### src/rtl/instr_decode_stage_if.sv
// Fetch-to-execute handshake bundle: input word channel and decoded output channel.
// master drives words and consumes decoded output; slave is the decode stage.
interface instr_decode_stage_if #(
  parameter int IW  = 16,
  parameter int PCW = 12
);
  logic            in_valid;
  logic            in_ready;
  logic [IW-1:0]   in_word;
  logic [PCW-1:0]  in_pc;
  logic            out_valid;
  logic            out_ready;
  logic [7:0]      out_op_dk;
  logic [3:0]      out_op_s;
  logic [3:0]      out_s;
  logic            out_ind;
  logic [IW-10:0]  out_k;
  logic [IW-1:0]   out_all;
  logic            out_is_long;
  logic [IW-1:0]   out_limm;
  logic [PCW-1:0]  out_pc;

  modport master (
    output in_valid, in_word, in_pc, out_ready,
    input  in_ready, out_valid, out_op_dk, out_op_s, out_s, out_ind, out_k,
           out_all, out_is_long, out_limm, out_pc
  );

  modport slave (
    input  in_valid, in_word, in_pc, out_ready,
    output in_ready, out_valid, out_op_dk, out_op_s, out_s, out_ind, out_k,
           out_all, out_is_long, out_limm, out_pc
  );
endinterface

### src/rtl/instr_decode_stage.sv
// Registered instruction decode stage: splits fields, assembles two-word long immediates.
// Latency 1 after the last word; in_ready = (!out_valid || out_ready) && !flush.
module instr_decode_stage #(
  parameter int         IW         = 16,
  parameter int         PCW        = 12,
  parameter logic [7:0] LONG_MASK  = 8'hF0,
  parameter logic [7:0] LONG_MATCH = 8'hF0
) (
  input  logic                 clk,
  input  logic                 reset,
  input  logic                 flush,
  instr_decode_stage_if.slave  bus
);
  localparam int KW = IW - 9;

  typedef enum logic {FIRST, EXT} state_t;

  state_t          state_q;
  logic            out_valid_q;
  logic [IW-1:0]   out_all_q;
  logic [IW-1:0]   out_limm_q;
  logic [PCW-1:0]  out_pc_q;
  logic            out_is_long_q;
  logic [IW-1:0]   hold_word_q;
  logic [PCW-1:0]  hold_pc_q;

  logic in_ready;
  logic accept;
  logic drain;
  logic word_is_long;

  assign in_ready     = (!out_valid_q || bus.out_ready) && !flush;
  assign accept       = bus.in_valid && in_ready;
  assign drain        = out_valid_q && bus.out_ready;
  assign word_is_long = ((bus.in_word[IW-1 -: 8] & LONG_MASK) == LONG_MATCH);

  always_ff @(posedge clk or posedge reset) begin
    if (reset) begin
      state_q       <= FIRST;
      out_valid_q   <= 1'b0;
      out_all_q     <= '0;
      out_limm_q    <= '0;
      out_pc_q      <= '0;
      out_is_long_q <= 1'b0;
      hold_word_q   <= '0;
      hold_pc_q     <= '0;
    end else if (flush) begin
      out_valid_q <= 1'b0;
      state_q     <= FIRST;
    end else begin
      if (drain) begin
        out_valid_q <= 1'b0;
      end
      if (accept) begin
        case (state_q)
          FIRST: begin
            if (word_is_long) begin
              hold_word_q <= bus.in_word;
              hold_pc_q   <= bus.in_pc;
              state_q     <= EXT;
            end else begin
              out_all_q     <= bus.in_word;
              out_limm_q    <= '0;
              out_pc_q      <= bus.in_pc;
              out_is_long_q <= 1'b0;
              out_valid_q   <= 1'b1;
            end
          end
          EXT: begin
            // Second word is raw immediate data; never opcode-decoded.
            out_all_q     <= hold_word_q;
            out_limm_q    <= bus.in_word;
            out_pc_q      <= hold_pc_q;
            out_is_long_q <= 1'b1;
            out_valid_q   <= 1'b1;
            state_q       <= FIRST;
          end
          default: state_q <= FIRST;
        endcase
      end
    end
  end

  assign bus.in_ready    = in_ready;
  assign bus.out_valid   = out_valid_q;
  assign bus.out_all     = out_all_q;
  assign bus.out_op_dk   = out_all_q[IW-1 -: 8];
  assign bus.out_op_s    = out_all_q[IW-1 -: 4];
  assign bus.out_s       = out_all_q[IW-5 -: 4];
  assign bus.out_ind     = out_all_q[KW];
  assign bus.out_k       = out_all_q[KW-1:0];
  assign bus.out_is_long = out_is_long_q;
  assign bus.out_limm    = out_limm_q;
  assign bus.out_pc      = out_pc_q;
endmodule

### src/flat_wrapper.sv
// flat-port wrapper written by rule: the top's interface ports become plain ports
module instr_decode_stage_flat 
#(
  parameter int         IW         = 16,
  parameter int         PCW        = 12,
  parameter logic [7:0] LONG_MASK  = 8'hF0,
  parameter logic [7:0] LONG_MATCH = 8'hF0
)
  (clk, reset, flush, bus_in_valid, bus_in_word, bus_in_pc, bus_out_ready, bus_in_ready, bus_out_valid, bus_out_op_dk, bus_out_op_s, bus_out_s, bus_out_ind, bus_out_k, bus_out_all, bus_out_is_long, bus_out_limm, bus_out_pc);
  instr_decode_stage_if #(.IW(IW), .PCW(PCW)) bus_i ();
  input  logic clk;
  input  logic reset;
  input  logic flush;
  input wire logic [$bits(bus_i.in_valid)-1:0] bus_in_valid;
  input wire logic [$bits(bus_i.in_word)-1:0] bus_in_word;
  input wire logic [$bits(bus_i.in_pc)-1:0] bus_in_pc;
  input wire logic [$bits(bus_i.out_ready)-1:0] bus_out_ready;
  output wire logic [$bits(bus_i.in_ready)-1:0] bus_in_ready;
  output wire logic [$bits(bus_i.out_valid)-1:0] bus_out_valid;
  output wire logic [$bits(bus_i.out_op_dk)-1:0] bus_out_op_dk;
  output wire logic [$bits(bus_i.out_op_s)-1:0] bus_out_op_s;
  output wire logic [$bits(bus_i.out_s)-1:0] bus_out_s;
  output wire logic [$bits(bus_i.out_ind)-1:0] bus_out_ind;
  output wire logic [$bits(bus_i.out_k)-1:0] bus_out_k;
  output wire logic [$bits(bus_i.out_all)-1:0] bus_out_all;
  output wire logic [$bits(bus_i.out_is_long)-1:0] bus_out_is_long;
  output wire logic [$bits(bus_i.out_limm)-1:0] bus_out_limm;
  output wire logic [$bits(bus_i.out_pc)-1:0] bus_out_pc;
  assign bus_i.in_valid = bus_in_valid;
  assign bus_i.in_word = bus_in_word;
  assign bus_i.in_pc = bus_in_pc;
  assign bus_i.out_ready = bus_out_ready;
  assign bus_in_ready = bus_i.in_ready;
  assign bus_out_valid = bus_i.out_valid;
  assign bus_out_op_dk = bus_i.out_op_dk;
  assign bus_out_op_s = bus_i.out_op_s;
  assign bus_out_s = bus_i.out_s;
  assign bus_out_ind = bus_i.out_ind;
  assign bus_out_k = bus_i.out_k;
  assign bus_out_all = bus_i.out_all;
  assign bus_out_is_long = bus_i.out_is_long;
  assign bus_out_limm = bus_i.out_limm;
  assign bus_out_pc = bus_i.out_pc;
  instr_decode_stage #(.IW(IW), .PCW(PCW), .LONG_MASK(LONG_MASK), .LONG_MATCH(LONG_MATCH)) u_core (.clk(clk), .reset(reset), .flush(flush), .bus(bus_i));
endmodule
### config.mk
export PLATFORM = sky130hd
export DESIGN_NAME = instr_decode_stage_flat
export DESIGN_NICKNAME = d
export VERILOG_FILES = /design/src/rtl/instr_decode_stage_if.sv /design/src/rtl/instr_decode_stage.sv /design/src/flat_wrapper.sv
export SDC_FILE = /design/constraint.sdc
export NUM_CORES = 1
export LEC_CHECK = 0
export CELL_PAD_IN_SITES_DETAIL_PLACEMENT = 0
export CELL_PAD_IN_SITES_GLOBAL_PLACEMENT = 1
export CORE_ASPECT_RATIO = 1.25
export CORE_MARGIN = 2
export CORE_UTILIZATION = 38
export DETAILED_ROUTE_END_ITERATION = 8
export PLACE_DENSITY_LB_ADDON = 0.1
export SLEW_MARGIN = 20
export SYNTH_ARGS = -nofsm -noshare
export SYNTH_HDL_FRONTEND = slang
export SYNTH_SLANG_ARGS = --single-unit
### constraint.sdc
create_clock -name clk -period 3.1 [get_ports clk]
set_clock_uncertainty 0.15 [all_clocks]
set_input_delay 0.465 -clock clk [delete_from_list [all_inputs] [get_ports clk]]
set_output_delay 0.465 -clock clk [all_outputs]
set_load 0.05 [all_outputs]
* Word-level counts from Yosys, hierarchy flattened
Cells that the tools add are included.
** Word-level totals
- Bits in registers :: 75
- Output and inout port bits :: 71
- Word-level logic and storage cells :: 38
** Cells by class
- Equality and inequality tests :: 2
- Multiplexer cells :: 17
- Bitwise gates (word level) :: 2
- Reduce and logical (&&, ||, !) cells :: 9
** Operator list (number)
- 16-bit one-hot mux with 2 select lines :: 2
- 16-bit 2-to-1 mux :: 2
- 12-bit one-hot mux with 2 select lines :: 1
- 12-bit 2-to-1 mux :: 1
- 1-bit 2-to-1 mux :: 8
- 1-bit one-hot mux with 2 select lines :: 3
- 4-bit == test, second input constant :: 1
- 4-bit AND reduction :: 1
- 1-bit logical AND :: 3
- 3-bit AND reduction :: 1
- 1-bit logical NOT :: 2
- 2-bit != test, second input constant :: 1
- 1-bit NOT :: 2
- 2-bit nonzero test :: 1
- 1-bit logical OR :: 1

* Depth between registers and ports, before layout
Gate-level depths: netlist of run 1.
- Depth after elaboration :: 6
- Mapped depth :: 6

* Least setup slack after synthesis of run 1
Ideal clock, no wire load.
- Path type :: reg-to-reg
- From :: reg u_core.out_valid_q (netlist: u_core.bus.out_valid)
- To :: reg u_core.out_all_q[10] (netlist: u_core.bus.out_all[10])
- Arrival :: 1.643 ns
- Data required time :: 2.825 ns
- Slack :: 1.182 ns
- Cell stages (with the launch flop) :: 7
- Path buffers :: 2
- Period minus slack after synthesis :: 1.918 ns
- Path through :: dfrtp_1 > nand2b_4 > and2_4 > nand3_2 > buf_6 > buf_8 > mux2_4
** On the way
- Word-level cells in the longest chain between the ends :: 5
** Ends and longest elaborated chain
- start: declaration :: line instr_decode_stage.sv:19 : logic out_valid_q;
- start signal: assignment :: line instr_decode_stage.sv:40 : out_valid_q <= 1'b0;
- start signal: assignment :: line instr_decode_stage.sv:48 : out_valid_q <= 1'b0;
- start signal: assignment :: line instr_decode_stage.sv:52 : out_valid_q <= 1'b0;
- 1-bit logical NOT :: line instr_decode_stage.sv:32 : assign in_ready = (!out_valid_q || bus.out_ready) && !flush;
- 1-bit logical OR :: line instr_decode_stage.sv:32
- 1-bit logical AND :: line instr_decode_stage.sv:32
- net bus_in_ready :: line flat_wrapper.sv:18 : output wire logic [$bits(bus_i.in_ready)-1:0] bus_in_ready;
- 1-bit logical AND :: line instr_decode_stage.sv:33 : assign accept = bus.in_valid && in_ready;
- 3-bit AND reduction (no line)
- end signal: assignment :: line instr_decode_stage.sv:62 : out_all_q <= bus.in_word;
- end signal: assignment :: line instr_decode_stage.sv:71 : out_all_q <= hold_word_q;
- end: declaration :: line instr_decode_stage.sv:20 : logic [IW-1:0] out_all_q;
The timed path passes the listed nets, and every way through them passes these cells.
A chain may end at the register's enable or synchronous reset.

* Worst setup path in the final report of run 1
- From :: in bus_out_ready
- To :: out bus_in_ready
** On the way
- Word-level cells in the longest chain between the ends :: 2
** Ends and longest elaborated chain
- start: declaration :: line flat_wrapper.sv:17 : input wire logic [$bits(bus_i.out_ready)-1:0] bus_out_ready;
- 1-bit logical OR :: line instr_decode_stage.sv:32
- 1-bit logical AND :: line instr_decode_stage.sv:32
- end: declaration :: line flat_wrapper.sv:18
No other way between the ends.

==> results.sh, run 1 <==
export IMPL_fin_crit_ns=2.61
export IMPL_hold_viol_final=0
export IMPL_stdcell_count=468
export IMPL_insertion_delay_ns=0.32
export IMPL_ir_drop_v=0.000429
export IMPL_num_antenna_cells=0
export IMPL_synth_cells=256
export IMPL_use_met3_pct=3.89
export IMPL_port_buffer_count=103
export IMPL_path_clk_slew_ns=0.05
export IMPL_postCtsResizedCells=0
export IMPL_synth_seq_cells=75
export IMPL_setup_viol=0
export IMPL_met2_usage_pct=21.4
export IMPL_final_max_slew_viol_count=0
export IMPL_period_share_pct=84.2
export IMPL_min_delay_start="u_core.hold_word_q[15]"
export IMPL_multi_input_area_mm2=0.00133
export IMPL_power_leakage_nw=2.19
export IMPL_hp_class="flop to flop"
export IMPL_rows=39
export IMPL_synth_warnings=0
export IMPL_htreeDepth=3
export IMPL_grt_pass1_wl_um=11300
export IMPL_startpoint_type="primary input"
export IMPL_r2r_cells=5
export IMPL_clock_fmax_mhz=383
export IMPL_min_to="u_core.hold_word_q[15]"
export IMPL_drc_errors=0
export IMPL_cts_tree="done"
export IMPL_start_util_pct=39.1
export IMPL_fillers=800
export IMPL_via_per_inst=4.51
export IMPL_final_common_cell="clkdlybuf4s50_1"
export IMPL_die_w_um=90.7
export IMPL_ios=104
export IMPL_top_usage_layer="met2"
export IMPL_setup_ws_ns=0.490
export IMPL_r2r_end="u_core.bus.out_all[7]"
export IMPL_grt_pass1_vias=2196
export IMPL_syn_area_mm2=0.00357
export IMPL_hold_buffers=0
export IMPL_grt_antenna_before_repair=0
export IMPL_status="completed"
export IMPL_worstHoldPathCells=1
export IMPL_max_cap_violations=0
export IMPL_dp_cells=452
export IMPL_drive_gt1_share_pct=31.6
export IMPL_final_nets=373
export IMPL_gp_congestion=0.688
export IMPL_ff_latch_area_mm2=0.00188
export IMPL_final_core_util_pct=53.3
export IMPL_die_h_um=112
export IMPL_first_iter_violations=59
export IMPL_r2r_slack_ns=1.11
export IMPL_cts_buffers=9
export IMPL_crit_fanout=3
export IMPL_setup_tns_ns=0
export IMPL_layout_common_cells="103 x clkdlybuf4s50_1, 74 x dfrtp_1, 50 x mux2_2"
export IMPL_cts_root_buf="clkbuf_16"
export IMPL_grt_max_degree=47
export IMPL_postSynthAreaPerCell_um2=14.0
export IMPL_relSlewSlack_pct=61.2
export IMPL_worstSetupPathType="primary input to output pin"
export IMPL_post_place_ws_ns=0.500
export IMPL_p_per_area_mw_per_mm2=682
export IMPL_r2r_start="u_core.state_q"
export IMPL_use_met1_pct=19.3
export IMPL_synth_fp_nets=289
export IMPL_worst_pin_slew_ns=0.582
export IMPL_cp_required_ns=2.48
export IMPL_cp_arrival_ns=2.00
export IMPL_grt_overflow=0
export IMPL_synth_distinct_cells=22
export IMPL_dieArea_mm2=0.0102
export IMPL_synth_yosys_seq_area_share_pct=52.5
export IMPL_drtPass1Iterations=4
export IMPL_coreArea_mm2=0.00913
export IMPL_grt_usage_pct=14.1
export IMPL_vias=2109
export IMPL_cp_end_kind="output pin"
export IMPL_place_hpwl_um=4560
export IMPL_cts_setup_buffers=0
export IMPL_wire_per_inst_um=14.6
export IMPL_clk_path_buf_depth=2
export IMPL_grt_setup_unrepaired="false"
export IMPL_totalWireLength_um=6830
export IMPL_drtAntennaViolNets=0
export IMPL_clock_sinks=75
export IMPL_syn2layout_area_growth_pct=36.3
[per-layer routing]
metal / share of wire (%) / wire, um
met5: 0 / 0
met4: 1.2 / 83
met3: 4.8 / 326
met2: 46 / 3120
met1: 48 / 3300
[sequential cells by signal (all words and copies together), names as in the netlist]
register,flops
u_core.bus.out_pc,12
u_core.bus.out_is_long,1
u_core.hold_pc_q,12
u_core.bus.out_all,16
u_core.state_q,1
u_core.hold_word_q,16
u_core.bus.out_valid,1
u_core.bus.out_limm,16
[Yosys cell counts]
| master | instances | area (um2) |
|---|---|---|
| or2_2 | 4 | 25.0 |
| mux2_1 | 7 | 78.8 |
| a21o_1 | 1 | 7.51 |
| a21oi_1 | 1 | 5.00 |
| nand2b_4 | 1 | 13.8 |
| a31o_2 | 1 | 8.76 |
| inv_1 | 18 | 67.6 |
| nor2b_2 | 1 | 8.76 |
| buf_8 | 3 | 45.0 |
| dfrtp_1 | 75 | 1880 |
| nand3_2 | 1 | 10.0 |
| nand2_1 | 16 | 60.1 |
| buf_4 | 25 | 188 |
| nand3_1 | 1 | 5.00 |
| nand4_2 | 1 | 12.5 |
| mux2i_1 | 16 | 160 |
| buf_6 | 5 | 56.3 |
| mux2_4 | 23 | 345 |
| buf_2 | 4 | 20.0 |
| nor2_2 | 1 | 6.26 |
| and2_4 | 1 | 8.76 |
| mux2_2 | 50 | 563 |
[worst max-delay path: stages]
cell and delay (ns):
clkdlybuf4s50_1 0.46, nand2b_4 0.12, and2_4 0.15, clkdlybuf4s50_1 0.79
[metrics by stage]
stage	total power (W)	hold slack, ns	instance area (um2)
after CTS	0.00336	0.314	4870
after global placement	0.00227	0.296	4550
after floorplan	0.00200	0.283	3570
after global routing	0.00347	0.328	4870
after detailed placement	0.00228	0.300	4550
final	0.00332	0.311	4870
[how the worst max path moves through the flow]
| stage | from | end | slack, ns | cells past startpoint |
|---|---|---|---|---|
| after floorplan | reset | u_core.bus.out_all[0] | 0.58 | 1 |
| after global routing | bus_out_ready | bus_in_ready | 0.47 | 4 |
| final | bus_out_ready | bus_in_ready | 0.49 | 4 |
| after CTS | bus_out_ready | bus_in_ready | 0.48 | 4 |
| after global placement | bus_out_ready | bus_in_ready | 0.49 | 4 |
| after detailed placement | bus_out_ready | bus_in_ready | 0.50 | 4 |
[logic make-up (layout without fill, tap and decap cells)]
group,after synthesis,in the layout,share of synthesized area (%)
AOI/OAI and AO/OA,3,3,0.595
muxes,96,96,32.1
buffers and inverters,55,144,10.5
DFF,75,75,52.5
and+or+nand+nor,27,27,4.20
[final cells by class]
cell class / count / area share, %
Tap cell: 123 / 3.16
Timing Repair Buffer: 110 / 23.0
Clock inverter: 4 / 0.977
Clock buffer: 12 / 5.48
Sequential cell: 75 / 38.6
Multi-Input combinational cell: 126 / 27.4
Inverter: 18 / 1.41
[report_power, final]
part / switching (W) / total (W) / internal, W
clock: 0.000386 / 0.00107 / 0.000686
sequential: 0.0000875 / 0.00121 / 0.00112
combinational: 0.000619 / 0.00104 / 0.000418
Power figures use the tool's default switching activity.
==> run 2, diff against run 1 <==
--- a/config.mk
+++ b/config.mk
@@ -9,7 +9,7 @@
 export CELL_PAD_IN_SITES_GLOBAL_PLACEMENT = 1
 export CORE_ASPECT_RATIO = 1.25
 export CORE_MARGIN = 2
-export CORE_UTILIZATION = 38
+export CORE_UTILIZATION = 34
 export DETAILED_ROUTE_END_ITERATION = 8
 export PLACE_DENSITY_LB_ADDON = 0.1
 export SLEW_MARGIN = 20
==> constraint.sdc (replaced) <==
create_clock -name clk -period 2.15 [get_ports clk]
set_clock_uncertainty 0.15 [all_clocks]
set_input_delay 0.3225 -clock clk [delete_from_list [all_inputs] [get_ports clk]]
set_output_delay 0.3225 -clock clk [all_outputs]
set_load 0.05 [all_outputs]
==> run 2 against run 1 <==
Effect of this change:
- wire length increased by 4.4%
- critical endpoint is now bus_out_op_dk[7]
- via count increased by 2.1%
- critical path depth decreased by 3
- highest routed layer unchanged
- sequential power increased by 45%
==> results.sh, run 2 (synthesis results as in run 1) <==
export IMPL_status="completed"
export IMPL_port_buffer_count=103
export IMPL_grt_pass1_vias=2254
export IMPL_period_share_pct=94.7
export IMPL_coreArea_mm2=0.0102
export IMPL_grt_usage_pct=13.6
export IMPL_drc_errors=0
export IMPL_post_place_ws_ns=-0.0894
export IMPL_final_max_slew_viol_count=0
export IMPL_startpoint_type="flop"
export IMPL_insertion_delay_ns=0.33
export IMPL_cp_end_kind="output pin"
export IMPL_path_clk_slew_ns=0.05
export IMPL_hold_buffers=0
export IMPL_setup_ws_ns=0.115
export IMPL_die_h_um=119
export IMPL_final_core_util_pct=48.4
export IMPL_layout_common_cells="101 x clkdlybuf4s50_1, 74 x dfrtp_1, 50 x mux2_2"
export IMPL_cts_root_buf="clkbuf_16"
export IMPL_grt_overflow=0
export IMPL_fillers=955
export IMPL_rows=41
export IMPL_grt_pass1_wl_um=11700
export IMPL_start_util_pct=35.2
export IMPL_cp_cell_sequence="clkdlybuf4s50_1"
export IMPL_first_iter_violations=51
export IMPL_grt_max_degree=76
export IMPL_setup_viol=0
export IMPL_cts_tree="done"
export IMPL_grt_antenna_before_repair=0
export IMPL_grt_setup_unrepaired="false"
export IMPL_dieArea_mm2=0.0113
export IMPL_power_leakage_nw=2.22
export IMPL_crit_fanout=4
export IMPL_cp_required_ns=1.68
export IMPL_hp_class="primary input to asynchronous set/reset pin"
export IMPL_totalWireLength_um=7130
export IMPL_via_per_inst=4.48
export IMPL_cts_setup_buffers=0
export IMPL_num_antenna_cells=0
export IMPL_vias=2153
export IMPL_drive_gt1_share_pct=33.0
export IMPL_worst_pin_slew_ns=0.520
export IMPL_cpPeakStageDelay_ns=0.83
export IMPL_hold_viol_final=0
export IMPL_drtPass1Iterations=4
export IMPL_drtAntennaViolNets=0
export IMPL_critPathBufInv=1
export IMPL_final_common_cell="clkdlybuf4s50_1"
export IMPL_fin_hold_ws_ns=0.300
export IMPL_syn2layout_area_growth_pct=37.7
export IMPL_clk_path_buf_depth=2
export IMPL_ios=104
export IMPL_clock_fmax_mhz=491
export IMPL_relSlewSlack_pct=65.2
export IMPL_htreeDepth=3
export IMPL_die_w_um=95.7
export IMPL_crit_family="buffers and inverters"
export IMPL_fin_crit_ns=2.04
export IMPL_ir_drop_v=0.000443
export IMPL_final_nets=381
export IMPL_gp_congestion=0.675
export IMPL_p_per_area_mw_per_mm2=936
export IMPL_worstSetupPathType="flop to output pin"
export IMPL_cp_slowest_cell="clkdlybuf4s50_1"
export IMPL_wire_per_inst_um=14.8
export IMPL_place_hpwl_um=4820
export IMPL_clock_sinks=75
export IMPL_r2r_slack_ns=0.38
export IMPL_max_cap_violations=0
export IMPL_cp_arrival_ns=1.56
export IMPL_postCtsResizedCells=0
export IMPL_cts_buffers=9
-- run 2: worst paths after layout --
| check | from | depth (start not counted) | to |
|---|---|---|---|
| worst max-delay path | u_core.bus.out_all[15] | 1 | bus_out_op_dk[7] |
| worst min-delay path | reset | 3 | u_core.bus.out_limm[2] |
| worst max register to register | u_core.state_q | 5 | u_core.hold_word_q[11] |
| worst min register to register | u_core.hold_word_q[15] | 1 | u_core.hold_word_q[15] |
| max in group asynchronous | reset | 3 | u_core.hold_word_q[15] |
| min in group clk | u_core.hold_word_q[15] | 1 | u_core.hold_word_q[15] |
-- run 2: final cells by class --
type	instances	area [um2]	area share [%]
Clock buffer	12	246	5.01
Timing Repair Buffer	118	1210	24.7
Inverter	18	71.3	1.45
Clock inverter	3	15.0	0.305
Sequential cell	75	1880	38.2
Multi-Input combinational cell	126	1330	27.1
Tap cell	129	161	3.28
-- run 2: metrics by stage --
stage	power [W]	cell area [um2]	TNS (ns)	std cells
after floorplan	0.00288	3580	0	256
after global placement	0.00329	4660	-0.631	466
after global routing	0.00482	4920	0	481
after CTS	0.00468	4920	0	481
after detailed placement	0.00330	4660	-2.99	466
final	0.00460	4920	0	481
-- run 2: per-layer routing --
layer | global-route usage, % | wire length (um) | vias to the layer above
li1 | - | - | 1019
met3 | 3.06 | 402 | 11
met1 | 18.4 | 3320 | 1058
met2 | 19.8 | 3240 | 65
met5 | 0 | 0 | -
met4 | 7.50 | 166 | 0
-- run 2: power by group --
part	internal (W)	switching (W)	total, W
Clock	0.000800	0.000540	0.00134
Combinational	0.000616	0.000900	0.00152
Sequential	0.00162	0.000127	0.00175
